--- config.mk ---
export PLATFORM = sky130hd
export DESIGN_NAME = alert_handler_lpg_init_seq
export DESIGN_NICKNAME = d
export VERILOG_FILES = /design/src/rtl/alert_handler_lpg_init_seq.sv
export SDC_FILE = /design/constraint.sdc
export NUM_CORES = 1
export LEC_CHECK = 0
export CELL_PAD_IN_SITES_DETAIL_PLACEMENT = 0
export CELL_PAD_IN_SITES_GLOBAL_PLACEMENT = 1
export CORE_AREA = 2 2 75 77
export CTS_CLUSTER_DIAMETER = 60
export DETAILED_ROUTE_END_ITERATION = 7
export DIE_AREA = 0 0 77 79
export PLACE_DENSITY_LB_ADDON = 0.1
export REMOVE_ABC_BUFFERS = 1
export SLEW_MARGIN = 40
export SYNTH_ARGS = -nofsm -noshare
export SYNTH_HDL_FRONTEND = slang
export SYNTH_SLANG_ARGS = --single-unit
--- constraint.sdc ---
create_clock -name clk_i -period 2.55 [get_ports clk_i]
set_input_delay 0.255 -clock clk_i [delete_from_list [all_inputs] [get_ports clk_i]]
set_output_delay 0.255 -clock clk_i [all_outputs]
set_load 0.02 [all_outputs]
--- src/rtl/alert_handler_lpg_init_seq.sv ---
// Low-power-group init sequencer: captures per-LPG wake events as pending requests and
// hands them one at a time, round-robin, to the shared alert-channel init resource.
module alert_handler_lpg_init_seq #(
  parameter int NLpg          = 4,
  parameter int SettleCycles  = 4,
  parameter int TimeoutCycles = 64,
  localparam int NLpgW        = (NLpg > 1) ? $clog2(NLpg) : 1
) (
  input  logic             clk_i,
  input  logic             rst_i,
  input  logic             enable_i,
  input  logic [NLpg-1:0]  lpg_active_i,
  input  logic             init_ack_i,
  output logic             init_req_o,
  output logic [NLpgW-1:0] init_lpg_idx_o,
  output logic [NLpg-1:0]  pending_o,
  output logic             busy_o,
  output logic             timeout_o,
  output logic             timeout_err_o
);

  // state  | meaning
  // Idle   | waiting for a pending LPG and enable
  // Req    | init_req_o high, waiting for ack / abort / timeout
  // Settle | fixed quiet period after each init before the next grant

  localparam int TmrW = $clog2(TimeoutCycles);
  localparam int SetW = $clog2(SettleCycles + 1);

  typedef enum logic [1:0] {
    StIdle   = 2'd0,
    StReq    = 2'd1,
    StSettle = 2'd2
  } state_e;

  state_e            state, state_next;
  logic [NLpg-1:0]   active_q;
  logic [NLpg-1:0]   pending, pending_next;
  logic [NLpg-1:0]   fall, rise;
  logic [NLpgW-1:0]  idx, idx_next;
  logic [NLpgW-1:0]  rr_ptr, rr_ptr_next;
  logic [NLpgW-1:0]  grant_idx, grant_ptr, cand_idx;
  logic              grant_found, grant;
  logic [TmrW-1:0]   timer, timer_next;
  logic [SetW-1:0]   settle_cnt, settle_next;
  logic              timeout;
  logic              err;
  int                cand;

  assign fall = active_q & ~lpg_active_i;
  assign rise = ~active_q & lpg_active_i;

  // Round-robin search starting at rr_ptr, wrapping at NLpg.
  always_comb begin
    grant_found = 1'b0;
    grant_idx   = '0;
    grant_ptr   = '0;
    cand        = 0;
    cand_idx    = '0;
    for (int i = 0; i < NLpg; i++) begin
      cand     = (int'(rr_ptr) + i) % NLpg;
      cand_idx = NLpgW'(cand);
      if (!grant_found && pending[cand_idx]) begin
        grant_found = 1'b1;
        grant_idx   = cand_idx;
        grant_ptr   = NLpgW'((cand + 1) % NLpg);
      end
    end
  end

  always_comb begin
    state_next  = state;
    idx_next    = idx;
    rr_ptr_next = rr_ptr;
    timer_next  = timer;
    settle_next = settle_cnt;
    timeout     = 1'b0;
    grant       = 1'b0;
    unique case (state)
      StIdle: begin
        if (enable_i && grant_found) begin
          grant       = 1'b1;
          idx_next    = grant_idx;
          rr_ptr_next = grant_ptr;
          timer_next  = '0;
          state_next  = StReq;
        end
      end
      StReq: begin
        if (init_ack_i) begin
          settle_next = SetW'(SettleCycles - 1);
          state_next  = StSettle;
        end else if (lpg_active_i[idx]) begin
          // group fell back asleep: drop the request without re-queueing it
          state_next = StIdle;
        end else if (timer == TmrW'(TimeoutCycles - 1)) begin
          timeout     = 1'b1;
          settle_next = SetW'(SettleCycles - 1);
          state_next  = StSettle;
        end else begin
          timer_next = timer + TmrW'(1);
        end
      end
      StSettle: begin
        if (settle_cnt == '0) begin
          state_next = StIdle;
        end else begin
          settle_next = settle_cnt - SetW'(1);
        end
      end
      default: state_next = StIdle;
    endcase
  end

  // A new wake event wins over both sleep and grant clears.
  always_comb begin
    pending_next = pending;
    for (int k = 0; k < NLpg; k++) begin
      pending_next[k] = fall[k] |
                        (pending[k] & ~rise[k] & ~(grant && (grant_idx == NLpgW'(k))));
    end
  end

  always_ff @(posedge clk_i) begin
    if (rst_i) begin
      state      <= StIdle;
      active_q   <= '1;
      pending    <= '0;
      rr_ptr     <= '0;
      idx        <= '0;
      timer      <= '0;
      settle_cnt <= '0;
      err        <= 1'b0;
    end else begin
      state      <= state_next;
      active_q   <= lpg_active_i;
      pending    <= pending_next;
      rr_ptr     <= rr_ptr_next;
      idx        <= idx_next;
      timer      <= timer_next;
      settle_cnt <= settle_next;
      err        <= err | timeout;
    end
  end

  assign init_req_o     = (state == StReq);
  assign busy_o         = (state != StIdle);
  assign init_lpg_idx_o = idx;
  assign pending_o      = pending;
  assign timeout_o      = timeout;
  assign timeout_err_o  = err;

  grant_is_pending_a: assert property (@(posedge clk_i) disable iff (rst_i)
    grant |-> pending[grant_idx]);
  timeout_only_in_req_a: assert property (@(posedge clk_i) disable iff (rst_i)
    timeout_o |-> init_req_o);

endmodule
==> impl_metrics.env <==
export IMPL_ys_seq_area_share_pct=37.7
export IMPL_grtUsageTotal_pct=11.3
export IMPL_ant_nets=0
export IMPL_wl_per_cell_um=13.4
export IMPL_clock_fmax_mhz=430
export IMPL_holdBufCountCts=0
export IMPL_core_um2=5340
export IMPL_rows=27
export IMPL_fill_cells=614
export IMPL_path_cells="clkdlybuf4s50_1 -> mux4_2 -> and4b_2 -> nor2b_1 -> dlygate4sd2_1"
export IMPL_critPathCaptureType="primary output"
export IMPL_wl_um=3280
export IMPL_synth_distinct_cells=45
export IMPL_antenna_found_initial=0
export IMPL_final_common_cell="dfxtp_1"
export IMPL_drive_gt1_share_pct=12.8
export IMPL_path_class="primary input to primary output"
export IMPL_die_h_um=79
export IMPL_power_density_nw_per_um2=577
export IMPL_hold_end="pending_o[3]"
export IMPL_critPathArrivalTime_ps=2070
export IMPL_cts_tree="yes"
export IMPL_cp_slowest_cell="mux4_2"
export IMPL_ios=18
export IMPL_cts_clk_slew_worst_paths_ps=90
export IMPL_via_per_inst=4.71
export IMPL_dpl_instance_area_um2=1560
export IMPL_whs_path_depth=2
export IMPL_critPathBufInv=2
export IMPL_power_total_uw=942
export IMPL_clockRootBuffer="clkbuf_8"
export IMPL_synth_flop_cell="dfxtp_1"
export IMPL_fin_ws_ps=224
export IMPL_rsz0062_at_grt="false"
export IMPL_start_kind="primary input"
export IMPL_status="completed"
export IMPL_syn_area_um2=1270
export IMPL_r2r_cells=5
export IMPL_avgSynthCellArea_um2=8.44
export IMPL_die_area_um2=6080
export IMPL_area_delta_synth_final_pct=28.1
export IMPL_dieWidth_um=77
export IMPL_synth_edf_count=0
export IMPL_synth_top_area_cell="dfxtp_1"
export IMPL_maxCapViolCount=0
export IMPL_final_cell_mix="dfxtp_1 (24), clkdlybuf4s50_1 (16), nand2_1 (14), a21oi_1 (14), nor2_1 (13)"
export IMPL_syn_inst=151
export IMPL_synth_top_area_share_pct=37.7
export IMPL_synth_yosys_warnings=0
export IMPL_synth_seq_cells=24
export IMPL_cts_buffer_depth=2
export IMPL_layout_nets=184
export IMPL_grt_max_degree=15
export IMPL_cts_buffers=3
export IMPL_required_ps=2300
export IMPL_min_period_over_period_pct=91.2
export IMPL_hold_start="active_q[3]"
export IMPL_ys_top_cells_by_area="dfxtp_1 (38%), a21oi_1 (5.5%), nand2_1 (4.1%), nor2_1 (3.8%), o21ai_0 (3.5%)"
export IMPL_initial_utilization_pct=23.9
export IMPL_place_inst=240
export IMPL_clkSinkCount=24
export IMPL_fin_cells=244
export IMPL_rr_startpoint="pending_o[3]"
export IMPL_first_global_vias=1161
export IMPL_antenna_cells=0
export IMPL_final_setup_viol_count=0
export IMPL_dp_slack_ps=-86.6
export IMPL_r2r_setup_slack_ps=430
export IMPL_vias=1149
export IMPL_critPathMaxFanout=2
export IMPL_hp_class="register to register"
export IMPL_drtIter0Drc=43
export IMPL_overflow=0
export IMPL_worst_slew_margin_rel_pct=61.3
export IMPL_grt_pass1_wl_um=5550
export IMPL_design_area_um2=1630
export IMPL_io_buffer_count=17
export IMPL_gp_congestion=0.727
export IMPL_cp_slowest_stage_delay_ps=530
export IMPL_path_delay_family="buffers and inverters"
export IMPL_htreeDepth=1
export IMPL_r2r_end="rr_ptr[1]"
export IMPL_skew_ps=7.13
export IMPL_cellLeakagePower_nw=0.613
export IMPL_worstSkewPairLatency_ps=270
export IMPL_drc=0
export IMPL_peakVddDrop_mv=0.182
export IMPL_hpwl_um=2450
export IMPL_tightest_slew_ps=580
export IMPL_final_max_slew_viol_count=0
export IMPL_drt_pass1_iterations=4
export IMPL_postSynth_asyncResetShare_pct=0
export IMPL_layout_min_cycle_time_ps=2330
export IMPL_hold_viol=0
==> stage by stage <==
step	hold slack [ps]	setup TNS, ps	utilization [%]
after floorplan	324	0	-
after global placement	437	-66.0	29.3
after detailed placement	447	-86.6	29.3
after CTS	460	0	30.6
after global routing	478	0	30.6
final	456	0	30.6
==> state kept, by name (all words and copies together) (netlist names) <==
name	count
active_q	4
init_lpg_idx_o	2
pending_o	4
rr_ptr	2
settle_cnt	3
state	2
timeout_err_o	1
timer	6
==> cell type report <==
| class | instances | area [µm²] | area share (%) |
|---|---|---|---|
| Inverter | 7 | 26.3 | 1.61 |
| Tap cell | 72 | 90.1 | 5.52 |
| Multi-Input combinational cell | 112 | 734 | 45.0 |
| Clock buffer | 3 | 41.3 | 2.53 |
| Timing Repair Buffer | 25 | 229 | 14.0 |
| Sequential cell | 24 | 480 | 29.4 |
| Clock inverter | 1 | 30.0 | 1.84 |
==> worst max-delay path by stage <==
stage / start / end / slack, ps / cells after the start
global route: init_lpg_idx_o[0] / timeout_o / 120 / 4
detailed placement: lpg_active_i[0] / timeout_o / -90 / 5
finish: lpg_active_i[3] / timeout_o / 220 / 5
floorplan: init_lpg_idx_o[0] / timer[3] / 540 / 5
global placement: lpg_active_i[3] / timeout_o / -70 / 5
CTS: init_lpg_idx_o[0] / timeout_o / 190 / 4
==> metal layers <==
| layer | vias to the layer above | GRT usage, % | wire (µm) |
|---|---|---|---|
| li1 | 584 | - | - |
| met1 | 553 | 14.0 | 1580 |
| met2 | 10 | 20.2 | 1590 |
| met3 | 2 | 1.82 | 77 |
| met4 | 0 | 3.75 | 29 |
| met5 | - | 0 | 0 |
==> worst reg2reg max path: stages (launching register included) <==
cell,delay (ps)
dfxtp_1,580
or2_1,200
o311a_1,440
nand2_1,160
or4_1,530
a21oi_1,140
==> where the power goes <==
group	switching, mW	leakage (nW)	internal (mW)
sequential	0.0247	0.197	0.393
clock	0.124	0.0357	0.210
combinational	0.101	0.381	0.0884
==> synthesized netlist by cell type (all sizes together) (4+ instances only) <==
library cell / n
a21oi: 14
clkbuf: 6
dfxtp: 24
inv: 7
nand2: 14
nand2b: 4
nor2: 14
nor2b: 7
nor3b: 4
o21ai: 9
o311ai: 4
==> cells by family (layout without fill, tap and decap cells) <==
| logic type | count (synthesis) | after routing | share of synthesized area, % |
|---|---|---|---|
| xor+xnor | 4 | 4 | 2.75 |
| simple gates | 59 | 59 | 25.2 |
| fa+ha+maj | 3 | 3 | 2.95 |
| flops | 24 | 24 | 37.7 |
| compound gates | 45 | 45 | 25.0 |
| mux | 1 | 1 | 1.77 |
| buf+inv | 15 | 36 | 4.62 |
==> what timing repair did <==
| item | in CTS | in global routing |
|---|---|---|
| resized for setup | 1 | 0 |
| buffers inserted | 0 | 0 |
| setup endpoints to repair | 1 | 0 |
Power figures use the tool's default switching activity.
